==> src/rtl/fabric_pe_load_queued.sv <==
// fabric_pe_load_queued
//   Multi-outstanding memory load adapter. An address token (in0) and a
//   control token (in1) are joined. For HW_TYPE 1 their tags must also match.
//   The joined pair issues the address to memory (out0). Each issue records a
//   response tag in an in-order tag queue, so up to QUEUE_DEPTH loads can be
//   in flight. Memory data (in2) comes back in issue order. It is paired with
//   the queue head tag and returned to compute (out1) through a 1-entry
//   output register.
// Ports
//   clk, rst                      clock, asynchronous active-high reset
//   in0_valid/ready/data [PW]     address from compute, {tag, value}
//   in1_valid/ready/data [PW]     control token, tag in [TAG_WIDTH-1:0]
//   in2_valid/ready/data [DW]     load data from memory
//   out0_valid/ready/data [DW]    address to memory
//   out1_valid/ready/data [PW]    load result to compute, {tag, value}
//   cfg_data [TW]                 response tag for HW_TYPE 0 (tagged)
//   outstanding [CW]              current tag-queue occupancy
//   err_orphan                    sticky: memory data arrived with no load pending
module fabric_pe_load_queued #(
  parameter int DATA_WIDTH  = 32,
  parameter int TAG_WIDTH   = 0,
  parameter int HW_TYPE     = 0,
  parameter int QUEUE_DEPTH = 4,
  localparam int PW = ((DATA_WIDTH + TAG_WIDTH) > 1) ? (DATA_WIDTH + TAG_WIDTH) : 1,
  localparam int CW = $clog2(QUEUE_DEPTH + 1),
  localparam int TW = (TAG_WIDTH > 1) ? TAG_WIDTH : 1
) (
  input  logic                  clk,
  input  logic                  rst,
  input  logic                  in0_valid,
  output logic                  in0_ready,
  input  logic [PW-1:0]         in0_data,
  input  logic                  in1_valid,
  output logic                  in1_ready,
  input  logic [PW-1:0]         in1_data,
  input  logic                  in2_valid,
  output logic                  in2_ready,
  input  logic [DATA_WIDTH-1:0] in2_data,
  output logic                  out0_valid,
  input  logic                  out0_ready,
  output logic [DATA_WIDTH-1:0] out0_data,
  output logic                  out1_valid,
  input  logic                  out1_ready,
  output logic [PW-1:0]         out1_data,
  input  logic [TW-1:0]         cfg_data,
  output logic [CW-1:0]         outstanding,
  output logic                  err_orphan
);

  // Elaboration-time legality checks on the parameter set.
  if (DATA_WIDTH < 1) begin : g_bad_dw
    $fatal(1, "fabric_pe_load_queued: DATA_WIDTH must be >= 1");
  end
  if ((HW_TYPE != 0) && (HW_TYPE != 1)) begin : g_bad_hw
    $fatal(1, "fabric_pe_load_queued: HW_TYPE must be 0 or 1");
  end
  if ((HW_TYPE == 1) && (TAG_WIDTH == 0)) begin : g_bad_tag
    $fatal(1, "fabric_pe_load_queued: HW_TYPE 1 needs TAG_WIDTH > 0");
  end
  if (QUEUE_DEPTH < 1) begin : g_bad_depth
    $fatal(1, "fabric_pe_load_queued: QUEUE_DEPTH must be >= 1");
  end

  localparam int               PTRW     = (QUEUE_DEPTH > 1) ? $clog2(QUEUE_DEPTH) : 1;
  localparam logic [CW-1:0]    DEPTH_C  = CW'(QUEUE_DEPTH);
  localparam logic [PTRW-1:0]  LAST_PTR = PTRW'(QUEUE_DEPTH - 1);

  logic [TW-1:0]   tag_mem_r [QUEUE_DEPTH];
  logic [PTRW-1:0] wr_ptr_r;
  logic [PTRW-1:0] rd_ptr_r;
  logic [CW-1:0]   count_r;
  logic [PW-1:0]   out1_data_r;
  logic            out1_valid_r;
  logic            err_orphan_r;

  logic [TW-1:0]   addr_tag_s;
  logic [TW-1:0]   ctrl_tag_s;
  logic [TW-1:0]   push_tag_s;
  logic [TW-1:0]   head_tag_s;
  logic [PW-1:0]   ret_word_s;
  logic            tag_ok_s;
  logic            sync_s;
  logic            issue_fire_s;
  logic            ret_fire_s;
  logic            in2_ready_s;
  logic            unused_s;

  // Tag fields only exist when the build is tagged. Untagged builds see a constant zero tag.
  if (TAG_WIDTH > 0) begin : g_tagged
    assign addr_tag_s = in0_data[PW-1 -: TW];
    assign ctrl_tag_s = in1_data[TW-1:0];
    assign ret_word_s = {head_tag_s, in2_data};
  end else begin : g_untagged
    assign addr_tag_s = {TW{1'b0}};
    assign ctrl_tag_s = {TW{1'b0}};
    assign ret_word_s = in2_data;
  end

  // Bits that are legitimately unused in some parameterisations.
  assign unused_s = ^{in0_data, in1_data, cfg_data, head_tag_s};

  assign head_tag_s = tag_mem_r[rd_ptr_r];

  // Issue gating and selection of the tag to record.
  always_comb begin
    tag_ok_s   = 1'b1;
    push_tag_s = {TW{1'b0}};
    if (HW_TYPE == 1) begin
      tag_ok_s   = (addr_tag_s == ctrl_tag_s);
      push_tag_s = addr_tag_s;
    end else if (TAG_WIDTH > 0) begin
      push_tag_s = cfg_data;
    end else begin
      push_tag_s = {TW{1'b0}};
    end
  end

  // A full queue blocks issue. A pop in the same cycle does not bypass, so the slot frees next cycle.
  assign sync_s       = in0_valid & in1_valid & tag_ok_s & (count_r < DEPTH_C);
  assign issue_fire_s = sync_s & out0_ready;
  assign in2_ready_s  = (count_r != {CW{1'b0}}) & (~out1_valid_r | out1_ready);
  assign ret_fire_s   = in2_valid & in2_ready_s;

  assign out0_valid  = sync_s;
  assign out0_data   = in0_data[DATA_WIDTH-1:0];
  assign in0_ready   = issue_fire_s;
  assign in1_ready   = issue_fire_s;
  assign in2_ready   = in2_ready_s;
  assign out1_valid  = out1_valid_r;
  assign out1_data   = out1_data_r;
  assign outstanding = count_r;
  assign err_orphan  = err_orphan_r;

  // Tag queue storage: write the recorded tag at the write pointer on every issue.
  always_ff @(posedge clk or posedge rst) begin
    if (rst) begin
      for (int i = 0; i < QUEUE_DEPTH; i++) begin
        tag_mem_r[i] <= {TW{1'b0}};
      end
    end else if (issue_fire_s) begin
      tag_mem_r[wr_ptr_r] <= push_tag_s;
    end
  end

  // Queue pointers and occupancy. A push and a pop in the same cycle leave the count unchanged.
  always_ff @(posedge clk or posedge rst) begin
    if (rst) begin
      wr_ptr_r <= {PTRW{1'b0}};
      rd_ptr_r <= {PTRW{1'b0}};
      count_r  <= {CW{1'b0}};
    end else begin
      if (issue_fire_s) begin
        wr_ptr_r <= (wr_ptr_r == LAST_PTR) ? {PTRW{1'b0}} : wr_ptr_r + PTRW'(1);
      end
      if (ret_fire_s) begin
        rd_ptr_r <= (rd_ptr_r == LAST_PTR) ? {PTRW{1'b0}} : rd_ptr_r + PTRW'(1);
      end
      case ({issue_fire_s, ret_fire_s})
        2'b10:   count_r <= count_r + CW'(1);
        2'b01:   count_r <= count_r - CW'(1);
        default: count_r <= count_r;
      endcase
    end
  end

  // Return register: capture memory data with its head tag; an out1 handshake without a refill empties it.
  always_ff @(posedge clk or posedge rst) begin
    if (rst) begin
      out1_valid_r <= 1'b0;
      out1_data_r  <= {PW{1'b0}};
    end else if (ret_fire_s) begin
      out1_valid_r <= 1'b1;
      out1_data_r  <= ret_word_s;
    end else if (out1_ready) begin
      out1_valid_r <= 1'b0;
    end
  end

  // Sticky error: memory data arrived while no load was pending.
  always_ff @(posedge clk or posedge rst) begin
    if (rst) begin
      err_orphan_r <= 1'b0;
    end else if (in2_valid && (count_r == {CW{1'b0}})) begin
      err_orphan_r <= 1'b1;
    end
  end

endmodule
==> config.mk <==
export PLATFORM = sky130hd
export DESIGN_NAME = fabric_pe_load_queued
export DESIGN_NICKNAME = d
export VERILOG_FILES = /design/src/rtl/fabric_pe_load_queued.sv
export SDC_FILE = /design/constraint.sdc
export NUM_CORES = 1
export LEC_CHECK = 0
export CAP_MARGIN = 0
export CORE_UTILIZATION = 25
export CTS_BUF_LIST = sky130_fd_sc_hd__clkbuf_8
export DETAILED_ROUTE_END_ITERATION = 7
export PLACE_DENSITY_LB_ADDON = 0.25
export SLEW_MARGIN = 20
export SYNTH_ARGS = -nofsm -noshare
export SYNTH_HDL_FRONTEND = slang
export SYNTH_SLANG_ARGS = --single-unit
==> constraint.sdc <==
create_clock -name clk -period 1.8 [get_ports clk]
set_input_delay 0.18 -clock clk [delete_from_list [all_inputs] [get_ports clk]]
set_output_delay 0.18 -clock clk [all_outputs]
set_load 0.02 [all_outputs]
=== After elaboration in Yosys (flattened, before gate mapping) ===
Index checks and enable logic that the tools add are counted.

* Add/sub/neg operators: 2
* Multiply operators: 0
* Div/mod/pow operators: 0
* $lt $le $gt $ge: 1
* Equality and inequality tests: 2
* Shift operators: 0
* Muxes and demuxes: 3
* Bitwise logic cells: 7
* Reductions and logical operators: 5

{| class="wikitable"
|+ Operator list
! cell !! number
|-
| $pmux 3 s2 || 1
|-
| $and 1x1->1 || 5
|-
| $reduce_bool 2->1 || 2
|-
| $add 3x1->3 const B || 1
|-
| $logic_not 3->1 || 1
|-
| $lt 3x3->1 const B || 1
|-
| $reduce_bool 3->1 || 1
|-
| $sub 3x1->3 const B || 1
|-
| $eq 2x1->1 const B || 1
|-
| $eq 2x2->1 const B || 1
|-
| $mux 1 || 2
|-
| $logic_and 1x1->1 || 1
|-
| $not 1->1 || 1
|-
| $or 1x1->1 || 1
|}

* Bits in registers: 37
* Latch bits: 0
* Memory bits (writable): 0
* Memory bits (read-only): 0
* Input bits: 104
* Output and inout bits: 73
* Logic and storage cells: 24
* Memories: 0

=== Depth between registers and ports, before layout ===
Gate-level depths: netlist of the first run.

* Word-level depth: 6
* Depth in mapped cells: 10
* Gate-level depth less buffers: 9

=== Worst setup path after synthesis of the first run ===
Ideal clock, no wire load.

* Kind: register -> register
* From: reg count_r[0] (netlist: outstanding[0])
* To: reg count_r[2] (netlist: outstanding[2])
* Setup time: 0.132 ns
* Arrival: 1.922 ns
* Required time: 1.668 ns
* Setup slack: -0.255 ns
* Stages on the path, launching flop included: 11
* Path buffers: 1
* Clock period less this slack: 2.055 ns
* Cells stage by stage: dfrtp_1 or3_4 nand3_4 inv_6 buf_12 ha_1 inv_1 fa_1 xor2_1 nor2_1 xor2_1

* Word-level cells in the longest chain between the ends: 5
* Elaborated cells on any way between the ends: 12
* Those cells by class: add/sub (2); order compare (1); eq/ne (2); mux (1); bitwise (4); reduce/logical (2)

{| class="wikitable"
|+ RTL lines
! element !! RTL line !! source
|-
| from (decl) || 71 || <nowiki>logic [CW-1:0] count_r;</nowiki>
|-
| from (signal assigned) || 150 || <nowiki>count_r <= {CW{1'b0}};</nowiki>
|-
| from (signal assigned) || 159 || <nowiki>2'b10: count_r <= count_r + CW'(1);</nowiki>
|-
| from (signal assigned) || 160 || <nowiki>2'b01: count_r <= count_r - CW'(1);</nowiki>
|-
| $reduce_bool 3->1 (*) || 121 || <nowiki>assign in2_ready_s = (count_r != {CW{1'b0}}) & (~out1_valid_r | out1_ready);</nowiki>
|-
| $and 1x1->1 (*) || 121 ||
|-
| $and 1x1->1 (*) || 122 || <nowiki>assign ret_fire_s = in2_valid & in2_ready_s;</nowiki>
|-
| named net ret_fire_s || 84 || <nowiki>logic ret_fire_s;</nowiki>
|-
| $eq 2x1->1 / $eq 2x2->1 (equally long branches) || 158 || <nowiki>case ({issue_fire_s, ret_fire_s})</nowiki>
|-
| $pmux 3 s2 / $reduce_bool 2->1 (equally long branches) || -- ||
|}

Mark *: on every way through the listed nets, which the timed path passes. The rest lies on a longest branch.
A chain may end at the register's enable or synchronous reset.

=== Final worst setup path of the first run ===
* From: reg count_r[0] (netlist: outstanding[0])
* To: reg count_r[2] (netlist: outstanding[2])

* Word-level cells in the longest chain between the ends: 5
* Elaborated cells on any way between the ends: 12
* Those cells by class: add/sub (2); order compare (1); eq/ne (2); mux (1); bitwise (4); reduce/logical (2)

{| class="wikitable"
|+ RTL lines
! element !! RTL line
|-
| $lt 3x3->1 / $reduce_bool 3->1 (equally long branches) || 119, 121
|-
| $and 1x1->1 (on tied branches) || 119, 121
|-
| $and 1x1->1 (on tied branches) || 120, 122
|-
| $eq 2x1->1 / $eq 2x2->1 (equally long branches) || 158
|-
| $pmux 3 s2 / $reduce_bool 2->1 (equally long branches) || --
|}

Several ways; a longest one is shown, not always the timed one.

==> impl_summary.log, run 1 <==
[metrics] total leakage power: around 1.2 nW
[metrics] width of the chip: around 89 um
[metrics] Synth Cell Area: 0.00188 sq mm
[metrics] pin count of the biggest net entering global routing: 38
[metrics] DP Worst Slack: -0.170 ns
[metrics] Yosys cell types: 20
[metrics] die outline area: 0.00786 sq mm
[metrics] Slew @ Worst Pin: 0.469 ns
[metrics] final weighted congestion in routability-driven placement: between 0.6 and 0.7
[metrics] gate count of the mapped netlist: about 130
[metrics] shortest clock period the worst path allows after layout: 1.78 ns
[metrics] final critical-path share of the clock period: 98.8%
[metrics] outcome: complete, no violations
[metrics] boundary pin count: between 150 and 200
[metrics] vias in the first global route: 1190
[metrics] startpoint of the most critical setup path: outstanding[0]$_DFFE_PP0P_
[metrics] total global-route track usage: 10.3%
[metrics] library cell appearing most often on the critical path: sky130_fd_sc_hd__xor2_1
[metrics] final HPWL from detailed placement: 2950 um
[metrics] Ant. Diodes: 0
[metrics] synthesis-stage register bit count: 37
[metrics] number of antenna violations at the first check in global routing: 0
[metrics] number of standard cells in the layout, taps in and fillers out: 289
[metrics] number of DRC violations after detailed-routing iteration 0: 19
[metrics] Worst R2R Start: outstanding[0]$_DFFE_PP0P_
[metrics] synth warn: 0
[metrics] DRC violation count after routing: 0
[metrics] CTS buffer count: 5
[metrics] Synth Area per Inst: between 10 and 15 sq um
[metrics] max-slew violation count: 0
[metrics] worst hold margin: roughly 0.32 ns
[metrics] Total Neg Setup Slack: 0 ns
[metrics] drt first pass iters: 3
[metrics] wire length per cell: 13.6 um
[metrics] Final Util: 37.0%
[metrics] Final Routed Wirelength: 3930 um
[metrics] number of hold violations in the final report: 0
[metrics] area delta synth->final: 42.9%
[metrics] Power per Cell Area: 1590 mW/mm^2
[metrics] launching element type of the critical path: flop
[metrics] setup repair after global routing missed its margin: yes
[metrics] biggest cell delay along the critical path: 0.41 ns
[metrics] TritonCTS clock tree: yes
[metrics] standard cell core area: 0.00725 sq mm
[metrics] highest ir drop seen on vdd: 0.503 mV
[metrics] clock root buffer: sky130_fd_sc_hd__clkbuf_8
[metrics] post-detailed-placement cell area: between 0.002 and 0.003 sq mm
[metrics] final design area excluding fillers: 0.00268 sq mm
[metrics] final worst clock skew: 0.00416 ns
[metrics] Die Span Y: 88.6 um
[metrics] number of setup violations in the final report: 0
[metrics] fraction of layout instances using a drive strength above 1: 32.6%
[metrics] CTS H-Tree Depth: 2
[metrics] total vias in the final route: 1119
[metrics] Worst-Skew Late Latency: 0.28 ns
[metrics] wire length of the first global-routing pass: between 6000 and 7000 um
[metrics] via density per instance: 3.87
[metrics] slowest stage cell on the critical path: sky130_fd_sc_hd__or3_4
[metrics] overall power after layout: approximately 4.3 mW
[metrics] number of cells traversed by the worst register-to-register path: 9
[metrics] clock transition at the register clock pins on the worst setup and hold paths after CTS: 0.07 ns
[metrics] total of max-cap violations: 0
[metrics] endpoint class of the critical path: flop
[metrics] critical path cell sequence: or3_4 -> nand3_4 -> inv_6 -> ha_4 -> inv_2 -> fa_2 -> xor2_1 -> nor2_1 -> xor2_1
[metrics] class of the tightest hold or removal check: in -> async
[metrics] nets: 295
[metrics] number of cells after detailed placement: 279
[metrics] total gr overflow: 0
[metrics] setup ws final: 0.0222 ns
[metrics] maximum net fanout on the critical path: 3
[metrics] Data arrival, critical path: 1.95 ns
[metrics] Worst slew margin: 68.8%
[metrics] CTS Sinks: 37
[metrics] CP required: 1.97 ns
[metrics] Starting Density: 25.9%
[metrics] Post-Syn Nets: roughly 230
[metrics] count of input and output buffers: 79
[metrics] row count: 31
[metrics] maximum clock frequency: 562 MHz
[metrics] clk buf depth: 2
[metrics] antenna violation net count after detailed routing: 0
[metrics] worst setup path class: reg -> reg
[metrics] share of synthesized area occupied by flip-flops and latches: 49.3%
power breakdown:
part           internal (mW)  switching (mW)
Sequential              1.20           0.189
Combinational           1.34           0.980
Clock                  0.267           0.291
path summary, 6_finish.rpt:
kind | endpoint | slack, ns
min in group clk | out0_data[4] | 0.36
setup / recovery | outstanding[2]$_DFFE_PP0P_ | 0.02
hold reg to reg | err_orphan$_DFFE_PP0P_ | 0.49
max in group asynchronous | outstanding[2]$_DFFE_PP0P_ | 1.13
hold / removal | out1_data[14]$_DFFE_PP0P_ | 0.32
setup reg to reg | outstanding[2]$_DFFE_PP0P_ | 0.02
sequential cells by signal, indices dropped and copies added (netlist names):
signal	count
out1_data	32
err_orphan	1
out1_valid	1
outstanding	3
worst max-delay path, delay by kind of cell, from the launching register on:
| kind | cells | cell delay, ns |
|---|---|---|
| xor gates and xnor gates | 2 | 0.28 |
| and+or+nand+nor | 3 | 0.56 |
| DFF | 1 | 0.40 |
| adders and majority gates | 2 | 0.33 |
| buffers and inverters | 2 | 0.09 |
logic make-up after synthesis:
| logic type | after synthesis | share of synthesized area [%] |
|---|---|---|
| XOR/XNOR | 3 | 1.40 |
| adder cells (fa/ha/maj) | 2 | 1.73 |
| AO/OA/AOI/OAI | 1 | 0.400 |
| AND/OR/NAND/NOR | 10 | 3.73 |
| flip-flops | 37 | 49.3 |
| multiplexers | 33 | 25.5 |
| buffers and inverters | 42 | 17.9 |
cell usage after synthesis:
| master | count | share of area (%) |
|---|---|---|
| sky130_fd_sc_hd__or3_4 | 1 | 0.60 |
| sky130_fd_sc_hd__mux2i_1 | 1 | 0.53 |
| sky130_fd_sc_hd__and2_2 | 1 | 0.40 |
| sky130_fd_sc_hd__o21bai_1 | 1 | 0.40 |
| sky130_fd_sc_hd__fa_1 | 1 | 1.1 |
| sky130_fd_sc_hd__buf_12 | 3 | 3.2 |
| sky130_fd_sc_hd__and2_1 | 1 | 0.33 |
| sky130_fd_sc_hd__mux2_2 | 3 | 1.8 |
| sky130_fd_sc_hd__inv_6 | 1 | 0.47 |
| sky130_fd_sc_hd__xor2_1 | 2 | 0.93 |
| sky130_fd_sc_hd__buf_4 | 33 | 13 |
| sky130_fd_sc_hd__ha_1 | 1 | 0.67 |
| sky130_fd_sc_hd__nor2_1 | 2 | 0.40 |
| sky130_fd_sc_hd__dfrtp_1 | 37 | 49 |
| sky130_fd_sc_hd__nand2_1 | 3 | 0.60 |
| sky130_fd_sc_hd__nand3_4 | 1 | 0.93 |
| sky130_fd_sc_hd__mux2_4 | 29 | 23 |
| sky130_fd_sc_hd__inv_1 | 5 | 1.0 |
| sky130_fd_sc_hd__or2b_2 | 1 | 0.47 |
| sky130_fd_sc_hd__xnor2_1 | 1 | 0.47 |
metal layers:
metal  up-vias  wire [um]  GRT usage, %
met2        76       1650          15.0
met5         -          0             0
li1        509          -             -
met1       506       1530          11.7
met3        28        480          4.20
met4         0        268          8.36
layout by cell type (no fill, tap or decap):
cell	count
sky130_fd_sc_hd__and2_1	1
sky130_fd_sc_hd__and2_2	1
sky130_fd_sc_hd__buf_12	1
sky130_fd_sc_hd__buf_4	10
sky130_fd_sc_hd__clkbuf_8	5
sky130_fd_sc_hd__clkdlybuf4s15_1	1
sky130_fd_sc_hd__clkdlybuf4s50_1	75
sky130_fd_sc_hd__clkinv_2	2
sky130_fd_sc_hd__clkinvlp_4	1
sky130_fd_sc_hd__dfrtp_1	34
sky130_fd_sc_hd__dfrtp_2	3
sky130_fd_sc_hd__dlygate4sd2_1	3
sky130_fd_sc_hd__fa_2	1
sky130_fd_sc_hd__ha_4	1
sky130_fd_sc_hd__inv_1	4
sky130_fd_sc_hd__inv_2	1
sky130_fd_sc_hd__inv_6	1
sky130_fd_sc_hd__mux2_2	3
sky130_fd_sc_hd__mux2_4	29
sky130_fd_sc_hd__mux2i_1	1
sky130_fd_sc_hd__nand2_1	3
sky130_fd_sc_hd__nand3_4	1
sky130_fd_sc_hd__nor2_1	2
sky130_fd_sc_hd__o21bai_1	1
sky130_fd_sc_hd__or2b_4	1
sky130_fd_sc_hd__or3_4	1
sky130_fd_sc_hd__xnor2_1	1
sky130_fd_sc_hd__xor2_1	2
final cells by class:
type	count	area, sq um
timing repair buffer	90	882
fill	721	4570
tap	99	124
inverter	6	27.5
clock buffer	5	68.8
clock inverter	3	17.5
sequential	37	930
multi-input combinational	49	633
repair_timing:
action	in CTS	in global routing
buffers inserted	1	1
hold buffers	0	0
resized for setup	4	1
pin swaps	4	0
endpoints found under the setup margin	5	3
hold endpoints to repair	0	0
No activity file was read; power rests on OpenSTA's default activity.
==> run 2: changes to the inputs <==
--- a/config.mk
+++ b/config.mk
@@ -6,6 +6,7 @@
 export NUM_CORES = 1
 export LEC_CHECK = 0
 export CAP_MARGIN = 0
+export CORE_ASPECT_RATIO = 0.8
 export CORE_UTILIZATION = 25
 export CTS_BUF_LIST = sky130_fd_sc_hd__clkbuf_8
 export DETAILED_ROUTE_END_ITERATION = 7
==> run 2 against run 1 <==
  * Sequential share of layout area increased by 0.31 points
  * Via count is 0.63% lower
  * Clock power increased by 3%
  * Critical path depth decreased by 2
  * Critical path type unchanged
  * Critical endpoint is now outstanding[1]$_DFFE_PP0P_
  * Highest routed layer unchanged
==> impl_summary.log, run 2 (synthesis results as in run 1) <==
[metrics] boundary pin count: 177 (unchanged)
[metrics] number of DRC violations after detailed-routing iteration 0: 17 (-2)
[metrics] highest ir drop seen on vdd: 0.466 mV (-7.4%)
[metrics] Power per Cell Area: 1610 mW/mm^2 (+1.2%)
[metrics] TritonCTS clock tree: yes
[metrics] setup repair after global routing missed its margin: yes
[metrics] total leakage power: 1.18 nW (+0.53%)
[metrics] Worst-Skew Late Latency: 0.28 ns (about the same)
[metrics] final worst clock skew: 0.00669 ns (+0.00253 ns)
[metrics] antenna violation net count after detailed routing: 0 (unchanged)
[metrics] final critical-path share of the clock period: 98.8% (about the same)
[metrics] max FFs per register: 32 (unchanged)
[metrics] nets: 295 (unchanged)
[metrics] top library cells by usage in the layout, fill and taps aside: sky130_fd_sc_hd__clkdlybuf4s50_1, sky130_fd_sc_hd__dfrtp_1, sky130_fd_sc_hd__mux2_4
[metrics] Die Span Y: 79.5 um (-10%)
[metrics] vias in the first global route: 1193 (+0.25%)
[metrics] total gr overflow: 0 (unchanged)
[metrics] Worst R2R Start: outstanding[0]$_DFFE_PP0P_
[metrics] clk buf depth: 2 (unchanged)
[metrics] row count: 27 (-13%)
[metrics] number of setup violations in the final report: 0 (unchanged)
[metrics] class of the tightest hold or removal check: in -> async
[metrics] clock transition at the register clock pins on the worst setup and hold paths after CTS: 0.07 ns (about the same)
[metrics] clock root buffer: sky130_fd_sc_hd__clkbuf_8
[metrics] Ant. Diodes: 0 (unchanged)
[metrics] wire length of the first global-routing pass: 5900 um (-2.2%)
[metrics] final HPWL from detailed placement: 2660 um (-9.9%)
[metrics] via density per instance: 4.01 (+3.7%)
[metrics] number of antenna violations at the first check in global routing: 0 (unchanged)
[metrics] drt first pass iters: 3 (unchanged)
[metrics] Worst slew margin: 69.0% (+0.26 points)
[metrics] outcome: complete, no violations
[metrics] hold bufs inserted after CTS: 0 (unchanged)
[metrics] startpoint of the most critical setup path: outstanding[0]$_DFFE_PP0P_
[metrics] overall power after layout: 4.28 mW (+0.31%)
[metrics] number of hold violations in the final report: 0 (unchanged)
[metrics] total vias in the final route: 1112 (-0.63%)
[metrics] maximum net fanout on the critical path: 3 (unchanged)
[metrics] standard cell core area: 0.00706 sq mm (-2.7%)
[metrics] wire length per cell: 13.2 um (-3.3%)
[metrics] count of input and output buffers: 79 (unchanged)
[metrics] total of max-cap violations: 0 (unchanged)
[metrics] area delta synth->final: 41.7%
[metrics] maximum clock frequency: 562 MHz (about the same)
[metrics] die outline area: 0.00786 sq mm (about the same)
[metrics] DRC violation count after routing: 0 (unchanged)
[metrics] CTS Sinks: 37 (unchanged)
[metrics] fraction of layout instances using a drive strength above 1: 31.6% (-1.1 points)
[metrics] CTS H-Tree Depth: 2 (unchanged)
[metrics] Final Routed Wirelength: 3650 um (-7.3%)
[metrics] commonest non-fill, non-tap cell in the layout: sky130_fd_sc_hd__clkdlybuf4s50_1
[metrics] shortest clock period the worst path allows after layout: 1.78 ns (+0.000333 ns)
[metrics] Starting Density: 26.6% (+0.71 points)
[metrics] max-slew violation count: 0 (unchanged)
[metrics] Slew @ Worst Pin: 0.465 ns (-0.00387 ns)
[metrics] CP required: 1.99 ns (+0.02 ns)
[metrics] CTS buffer count: 5 (unchanged)
[metrics] launching element type of the critical path: flop
[metrics] worst setup path class: reg -> reg
[metrics] Data arrival, critical path: 1.97 ns (+0.02 ns)
[metrics] total global-route track usage: 9.82% (-0.44 points)
[metrics] Total Neg Setup Slack: 0 ns (unchanged)
[metrics] endpoint class of the critical path: flop
[metrics] final weighted congestion in routability-driven placement: 0.678 (+5.0%)
[metrics] pin count of the biggest net entering global routing: 38 (unchanged)
[metrics] width of the chip: 98.9 um (+12%)
[run 2: final timing paths]
path / end / slack, ns / depth (start not counted)
max: outstanding[1]$_DFFE_PP0P_ / 0.02 / 7
min: out1_data[10]$_DFFE_PP0P_ / 0.31 / 3
max reg2reg: outstanding[1]$_DFFE_PP0P_ / 0.02 / 7
min reg2reg: err_orphan$_DFFE_PP0P_ / 0.48 / 1
max in group asynchronous: outstanding[2]$_DFFE_PP0P_ / 1.14 / 3
min in group clk: out0_data[26] / 0.36 / 0
[run 2: stage by stage]
| step | area (sq um) | instances | util [%] | setup WS, ns | hold slack [ns] |
|---|---|---|---|---|---|
| floorplan | 1900 | 128 | - | -0.196 | 0.315 |
| global placement | 2550 | 266 | 36.1 | -0.143 | 0.360 |
| detailed placement | 2550 | 266 | 36.1 | -0.180 | 0.360 |
| CTS | 2650 | 276 | 37.5 | -0.00534 | 0.327 |
| global route | 2660 | 277 | 37.7 | -0.0547 | 0.360 |
| finish | 2660 | 277 | 37.7 | 0.0218 | 0.314 |
[run 2: critical path, cell delays in order, from the launching register on]
cell and delay, ns:
sky130_fd_sc_hd__dfrtp_2 0.40, sky130_fd_sc_hd__or3_4 0.41, sky130_fd_sc_hd__nand3_4 0.09, sky130_fd_sc_hd__inv_6 0.04
sky130_fd_sc_hd__ha_4 0.15, sky130_fd_sc_hd__inv_2 0.05, sky130_fd_sc_hd__fa_2 0.41, sky130_fd_sc_hd__mux2i_1 0.15
[run 2: what timing repair did]
item	4_1_cts	5_1_grt
setup endpoints to repair	6	3
setup buffers	2	1
pin swaps	2	2
resized for setup	4	1
[run 2: report_power, final]
part           internal (mW)  total (mW)  switching, mW
clock                  0.301       0.572          0.271
combinational           1.33        2.31          0.979
sequential              1.20        1.39          0.194
total                   2.83        4.28           1.44
[run 2: metal layers]
layer | global-route usage (%) | vias up | wire length [um]
met4 | 6.57 | 0 | 121
li1 | - | 505 | -
met2 | 14.3 | 63 | 1580
met1 | 12.3 | 520 | 1630
met5 | 0 | - | 0
met3 | 3.33 | 24 | 311
[run 2: area by class of cell]
cell class / count / area [sq um]
Clock inverter: 2 / 7.51
Timing Repair Buffer: 90 / 870
Clock buffer: 6 / 82.6
Inverter: 6 / 27.5
Sequential cell: 37 / 930
Multi-Input combinational cell: 49 / 633
Fill cell: 714 / 4400
Tap cell: 87 / 109
